**config.mk**
```make
export PLATFORM = sky130hd
export DESIGN_NAME = divider_arbiter
export DESIGN_NICKNAME = d
export VERILOG_FILES = /design/src/rtl/divider_arbiter.sv
export SDC_FILE = /design/constraint.sdc
export NUM_CORES = 1
export LEC_CHECK = 0
export BUFFER_PORTS_ARGS = -buffer_cell sky130_fd_sc_hd__buf_2
export CORE_ASPECT_RATIO = 0.7
export CORE_MARGIN = 2
export CORE_UTILIZATION = 47
export DETAILED_ROUTE_END_ITERATION = 12
export HOLD_SLACK_MARGIN = 0.02
export PLACE_DENSITY = 0.9
export SYNTH_ARGS = -nofsm -noshare
export SYNTH_HDL_FRONTEND = slang
export SYNTH_SLANG_ARGS = --single-unit
```
**constraint.sdc**
```tcl
create_clock -name Clock -period 2.95 [get_ports Clock]
set_input_delay 0.7375 -clock Clock [delete_from_list [all_inputs] [get_ports Clock]]
set_output_delay 0.7375 -clock Clock [all_outputs]
set_load 0.01 [all_outputs]
```
**src/rtl/divider_arbiter.sv**
```systemverilog
// Round-robin front end that shares one 8-bit divider among NUM_REQ requesters.
// Divide-by-zero is answered locally; a hung divider is aborted after TIMEOUT cycles in WAIT.
//
// state | meaning
// IDLE  | scan ReqVec from ptr, grant and latch operands
// ISSUE | DivReq pulse with latched operands, arm timeout counter
// WAIT  | wait for DivDone or timeout
// RESP  | Ack/result pulse to owner, advance round-robin pointer
module divider_arbiter #(
  parameter int NUM_REQ = 4,
  parameter int TIMEOUT = 32
) (
  input  logic                       Clock,
  input  logic                       nReset,
  input  logic [NUM_REQ-1:0]         ReqVec,
  input  logic [8*NUM_REQ-1:0]       Op1Bus,
  input  logic [8*NUM_REQ-1:0]       Op2Bus,
  output logic [NUM_REQ-1:0]         AckVec,
  output logic [7:0]                 QuotientOut,
  output logic [7:0]                 RemainderOut,
  output logic                       DivZero,
  output logic                       Error,
  output logic [$clog2(NUM_REQ)-1:0] GrantId,
  output logic                       Busy,
  output logic                       DivReq,
  output logic [7:0]                 DivOperand1,
  output logic [7:0]                 DivOperand2,
  input  logic                       DivDone,
  input  logic [7:0]                 DivQuotient,
  input  logic [7:0]                 DivRemainder
);

  localparam int IW = $clog2(NUM_REQ);
  localparam int TW = $clog2(TIMEOUT);

  typedef enum logic [1:0] {IDLE, ISSUE, WAIT, RESP} state_t;

  state_t        state;
  logic [IW-1:0] ptr;
  logic [IW-1:0] pick;
  logic [IW-1:0] next_ptr;
  logic [TW-1:0] timer;
  logic [7:0]    pick_op1;
  logic [7:0]    pick_op2;
  int            idx;

  function automatic logic [NUM_REQ-1:0] onehot(input logic [IW-1:0] i);
    return NUM_REQ'(1) << i;
  endfunction

  // Scan from the far end back toward ptr so the closest requester is written last.
  always_comb begin
    pick = ptr;
    idx  = 0;
    for (int k = NUM_REQ - 1; k >= 0; k--) begin
      idx = int'(ptr) + k;
      if (idx >= NUM_REQ) idx = idx - NUM_REQ;
      if (ReqVec[IW'(idx)]) pick = IW'(idx);
    end
  end

  always_comb begin
    pick_op1 = '0;
    pick_op2 = '0;
    for (int k = 0; k < NUM_REQ; k++) begin
      if (IW'(k) == pick) begin
        pick_op1 = Op1Bus[8*k +: 8];
        pick_op2 = Op2Bus[8*k +: 8];
      end
    end
  end

  assign next_ptr = (int'(GrantId) == NUM_REQ - 1) ? '0 : GrantId + 1'b1;

  always_ff @(posedge Clock or negedge nReset) begin
    if (!nReset) begin
      state        <= IDLE;
      ptr          <= '0;
      timer        <= '0;
      GrantId      <= '0;
      AckVec       <= '0;
      QuotientOut  <= '0;
      RemainderOut <= '0;
      DivZero      <= 1'b0;
      Error        <= 1'b0;
      Busy         <= 1'b0;
      DivReq       <= 1'b0;
      DivOperand1  <= '0;
      DivOperand2  <= '0;
    end else begin
      // result outputs are single-cycle pulses
      AckVec       <= '0;
      QuotientOut  <= '0;
      RemainderOut <= '0;
      DivZero      <= 1'b0;
      Error        <= 1'b0;
      DivReq       <= 1'b0;
      case (state)
        IDLE: begin
          if (|ReqVec) begin
            GrantId     <= pick;
            DivOperand1 <= pick_op1;
            DivOperand2 <= pick_op2;
            Busy        <= 1'b1;
            if (pick_op2 == 8'h00) begin
              state        <= RESP;
              AckVec       <= onehot(pick);
              DivZero      <= 1'b1;
              QuotientOut  <= 8'hFF;
              RemainderOut <= pick_op1;
            end else begin
              state  <= ISSUE;
              DivReq <= 1'b1;
            end
          end
        end
        ISSUE: begin
          timer <= TW'(TIMEOUT - 1);
          state <= WAIT;
        end
        WAIT: begin
          if (DivDone) begin
            state        <= RESP;
            AckVec       <= onehot(GrantId);
            QuotientOut  <= DivQuotient;
            RemainderOut <= DivRemainder;
          end else if (timer == '0) begin
            state        <= RESP;
            AckVec       <= onehot(GrantId);
            Error        <= 1'b1;
            QuotientOut  <= 8'hFF;
            RemainderOut <= 8'h00;
          end else begin
            timer <= timer - 1'b1;
          end
        end
        RESP: begin
          Busy  <= 1'b0;
          ptr   <= next_ptr;
          state <= IDLE;
        end
        default: state <= IDLE;
      endcase
    end
  end

endmodule
```
==> qor.txt <==
Gate Count Post-Synth: 302
Worst setup EP type: flop
Overall Power: 3.14 mW
Ys flop type: dfrtp_1
CP endpoint: QuotientOut[2]
Reg2reg end: QuotientOut[2]
Min Tclk post-route: 2650 ps
Largest net degree at the start of global routing: 38
First-pass GRT wire length: 12400 um
CP Launch Type: input port
Clk_skew: 13.6 ps
Post-CTS Hold Buffers: 0
Slowest stage delay, CP: 490 ps
Final Hold Fails: 0
Critical Path Fanout Max: 11
Area share of the largest cell type after synthesis: 44.3%
Net switching fraction of the power: 40.5%
Pwr/cell area: 848 mW/mm^2
Syn Nets: 398
Worst Max-Slew Pin Slew: 638 ps
Syn_area_per_cell: 9.54 um^2
Final setup margin: 299 ps
DR WL/cell: 15.2 um
Peak VDD IR: 0.439 mV
Worst relative slew slack: 57.3%
Worst path required time: 3180 ps
Synth area leaders: dfrtp_1, o211ai_1, o31ai_1
Share of layout cells above drive strength 1: 37.4%
Dpl hpwl: 5900 um
Result of the run: finished clean
DRC Markers: 0
Layout area overhead: 28.6%
Synth Cell Area: 0.00288 mm^2
Kind of critical path: input port to flop
Antenna diode count: 0
CTS Root Cell: clkbuf_8
Later-pin clock latency in the skew report: 300 ps
Ys Warns: 0
RR Startpoint: ptr[1]
DR vias: 2774
CP Cell Sequence: buf_2, nor2b_1, o21a_1, nor2_1, o211ai_1, a22oi_1, nand4_1, buf_4, o21ai_0
Tightest Hold Check Type: input port to asynchronous set/reset pin
DIE WIDTH: 97.6 um
Fin crit share: 89.9%
Ys async rst share: 100%
Fillers: 509
Chip Height: 69.5 um
Fmax: 377 MHz
Clk slew on worst S/H paths: 100 ps
Net Switching: 1.28 mW
Starting Density: 49.6%
CTS tree: yes
Leak: 2.06 nW
Crit. Startpoint: ReqVec[2]
Total track usage: 22.3%
Placer Congestion: 0.889
Vias in the first global route: 2697
Total grt overflow: 0
Die area: 0.00678 mm^2
Crit path DAT: 2880 ps
Crit. path cell count: 9
Remaining antenna violation count after routing: 0
Initial DRT Pass Iterations: 5
# resized after CTS: 0
Inserted Clock Buffers: 5
Row count: 23
Slowest cell on crit path: nor2_1
H-tree lvl count: 2
Initial antenna violation count: 0
Crit path buffers/inverters: 2
Logic pwr share: 50.2%
# IOs: 129
Dpl ws: -22.3 ps
Post-DR vias/cell: 5.51
Number of port buffers: 128
Dominant cell type by area after synthesis: dfrtp_1
Clock power share: 16.5%
Setup violations, final: 0
DRT iter0 DRCs: 138
Number of nets in the final layout: 523
Power Internal: 1.87 mW
Clock Tree Buf Depth: 2
Reg2Reg Depth: 8
FF-to-FF setup slack: 450 ps
Total setup buffers inserted after CTS: 0
Library cells used by synthesis: 39
Final Max Tran Viols: 0
Sink Count: 51
Post-Route WL: 7660 um
Core Box Area: 0.00581 mm^2
Seq cells post-synth: 51
Seq/Total Area, Yosys: 44.3%
Sequential share of power: 33.3%
Number of synthesized flops with an enable pin: 0
RSZ-0062 raised after global routing: false
Max Cap Viol: 0
Crit path max-delay family: compound AO/OA/AOI/OAI gates
==> cell type report <==
type                            instances  area [um^2]  area share (%)
Sequential cell                        51         1280            34.4
Tap cell                               75         93.8            2.53
Multi-Input combinational cell        205         1380            37.3
Clock buffer                            6         82.6            2.23
Clock inverter                          2         38.8            1.05
Inverter                               24         90.1            2.43
Timing Repair Buffer                  140          743            20.1
==> metal layers <==
| metal | global-route usage [%] | share of wire, % | vias to the layer above |
|---|---|---|---|
| li1 | - | - | 1326 |
| met1 | 28.7 | 43 | 1307 |
| met2 | 38.7 | 48 | 131 |
| met3 | 5.54 | 8.4 | 10 |
| met4 | 4.17 | 1.1 | 0 |
| met5 | 0 | 0 | - |
==> state kept, by name (all words and copies together), names as in the netlist <==
name          count
timer             5
ptr               2
RemainderOut      8
DivOperand2       8
DivZero           1
state             2
Busy              1
DivOperand1       8
GrantId           2
DivReq            1
AckVec            4
Error             1
QuotientOut       8
==> how the worst min path moves through the flow <==
stage / start / to / slack [ps] / depth (start not counted)
finish: nReset / QuotientOut[5] / 400 / 1
global route: nReset / QuotientOut[5] / 420 / 1
CTS: nReset / QuotientOut[5] / 410 / 1
detailed placement: DivOperand2[7] / DivOperand2[7] / 460 / 1
global placement: timer[4] / Error / 440 / 1
floorplan: timer[4] / Error / 430 / 1
==> cell families (layout without fill, tap and decap cells) <==
| kind of cell | Yosys count | count (layout) | synth area share [%] |
|---|---|---|---|
| adder cells (fa/ha/maj) | 9 | 9 | 3.91 |
| AO/OA/AOI/OAI | 107 | 107 | 26.1 |
| AND/OR/NAND/NOR | 70 | 70 | 10.9 |
| multiplexers | 19 | 19 | 7.03 |
| buffers and inverters | 46 | 172 | 7.77 |
| flip-flops | 51 | 51 | 44.3 |
==> stage by stage <==
step | instance area, um^2 | cells | setup TNS [ps] | util [%] | hold WS [ps]
after floorplan | 2880 | 302 | 0 | - | 427
after global routing | 3710 | 503 | 0 | 63.8 | 422
after CTS | 3710 | 503 | 0 | 63.8 | 407
final | 3710 | 503 | 0 | 63.8 | 402
after detailed placement | 3580 | 495 | -31.1 | 61.7 | 461
after global placement | 3580 | 495 | 0 | 61.7 | 442
==> power by group through the flow <==
stage	combinational, mW	clock [mW]	sequential (mW)
6_report	1.58	0.517	1.05
5_1_grt	1.76	0.559	1.08
4_1_cts	1.59	0.527	1.05
3_5_place_dp	1.59	0	1.06
3_3_place_gp	1.53	0	1.05
2_1_floorplan	1.05	0	1.13
==> synth_stat cells (2+ instances only) <==
| cell type | instances |
|---|---|
| and3_1 | 2 |
| nand4_1 | 2 |
| nand2_1 | 25 |
| o41ai_1 | 2 |
| a22oi_1 | 4 |
| o211ai_1 | 17 |
| ha_1 | 9 |
| nor2_1 | 26 |
| nor3_1 | 3 |
| a21o_1 | 16 |
| mux2i_1 | 9 |
| clkbuf_1 | 10 |
| o21a_1 | 3 |
| a21oi_1 | 3 |
| dfrtp_1 | 51 |
| o21ai_1 | 5 |
| nor2b_1 | 5 |
| mux2_2 | 9 |
| o21ai_0 | 20 |
| inv_1 | 24 |
| a211oi_1 | 8 |
| buf_2 | 2 |
| buf_6 | 5 |
| o31ai_1 | 17 |
| buf_1 | 2 |
| buf_4 | 3 |
| a22o_1 | 8 |
==> placed cells by master (no fill, tap or decap), types with 3 or more instances in the layout <==
| cell | synthesis | routed |
|---|---|---|
| a211oi_1 | 8 | 8 |
| a21o_1 | 16 | 16 |
| a21oi_1 | 3 | 3 |
| a22o_1 | 8 | 8 |
| a22oi_1 | 4 | 4 |
| buf_2 | 2 | 128 |
| buf_4 | 3 | 11 |
| clkbuf_8 | 0 | 6 |
| dfrtp_1 | 51 | 51 |
| ha_1 | 9 | 9 |
| inv_1 | 24 | 24 |
| mux2_2 | 9 | 9 |
| mux2i_1 | 9 | 9 |
| nand2_1 | 25 | 25 |
| nor2_1 | 26 | 26 |
| nor2b_1 | 5 | 5 |
| nor3_1 | 3 | 3 |
| o211ai_1 | 17 | 17 |
| o21a_1 | 3 | 3 |
| o21ai_0 | 20 | 20 |
| o21ai_1 | 5 | 5 |
| o31ai_1 | 17 | 17 |
==> worst register-to-register path: stages, from the launching register on <==
cell and delay (ps):
dfrtp_1 450, nor3_1 210, nor4_1 80, nor2_1 510
o211ai_1 260, a22oi_1 300, nand4_1 220, buf_4 240
o21ai_0 180
No activity file was read; power rests on OpenSTA's default activity.
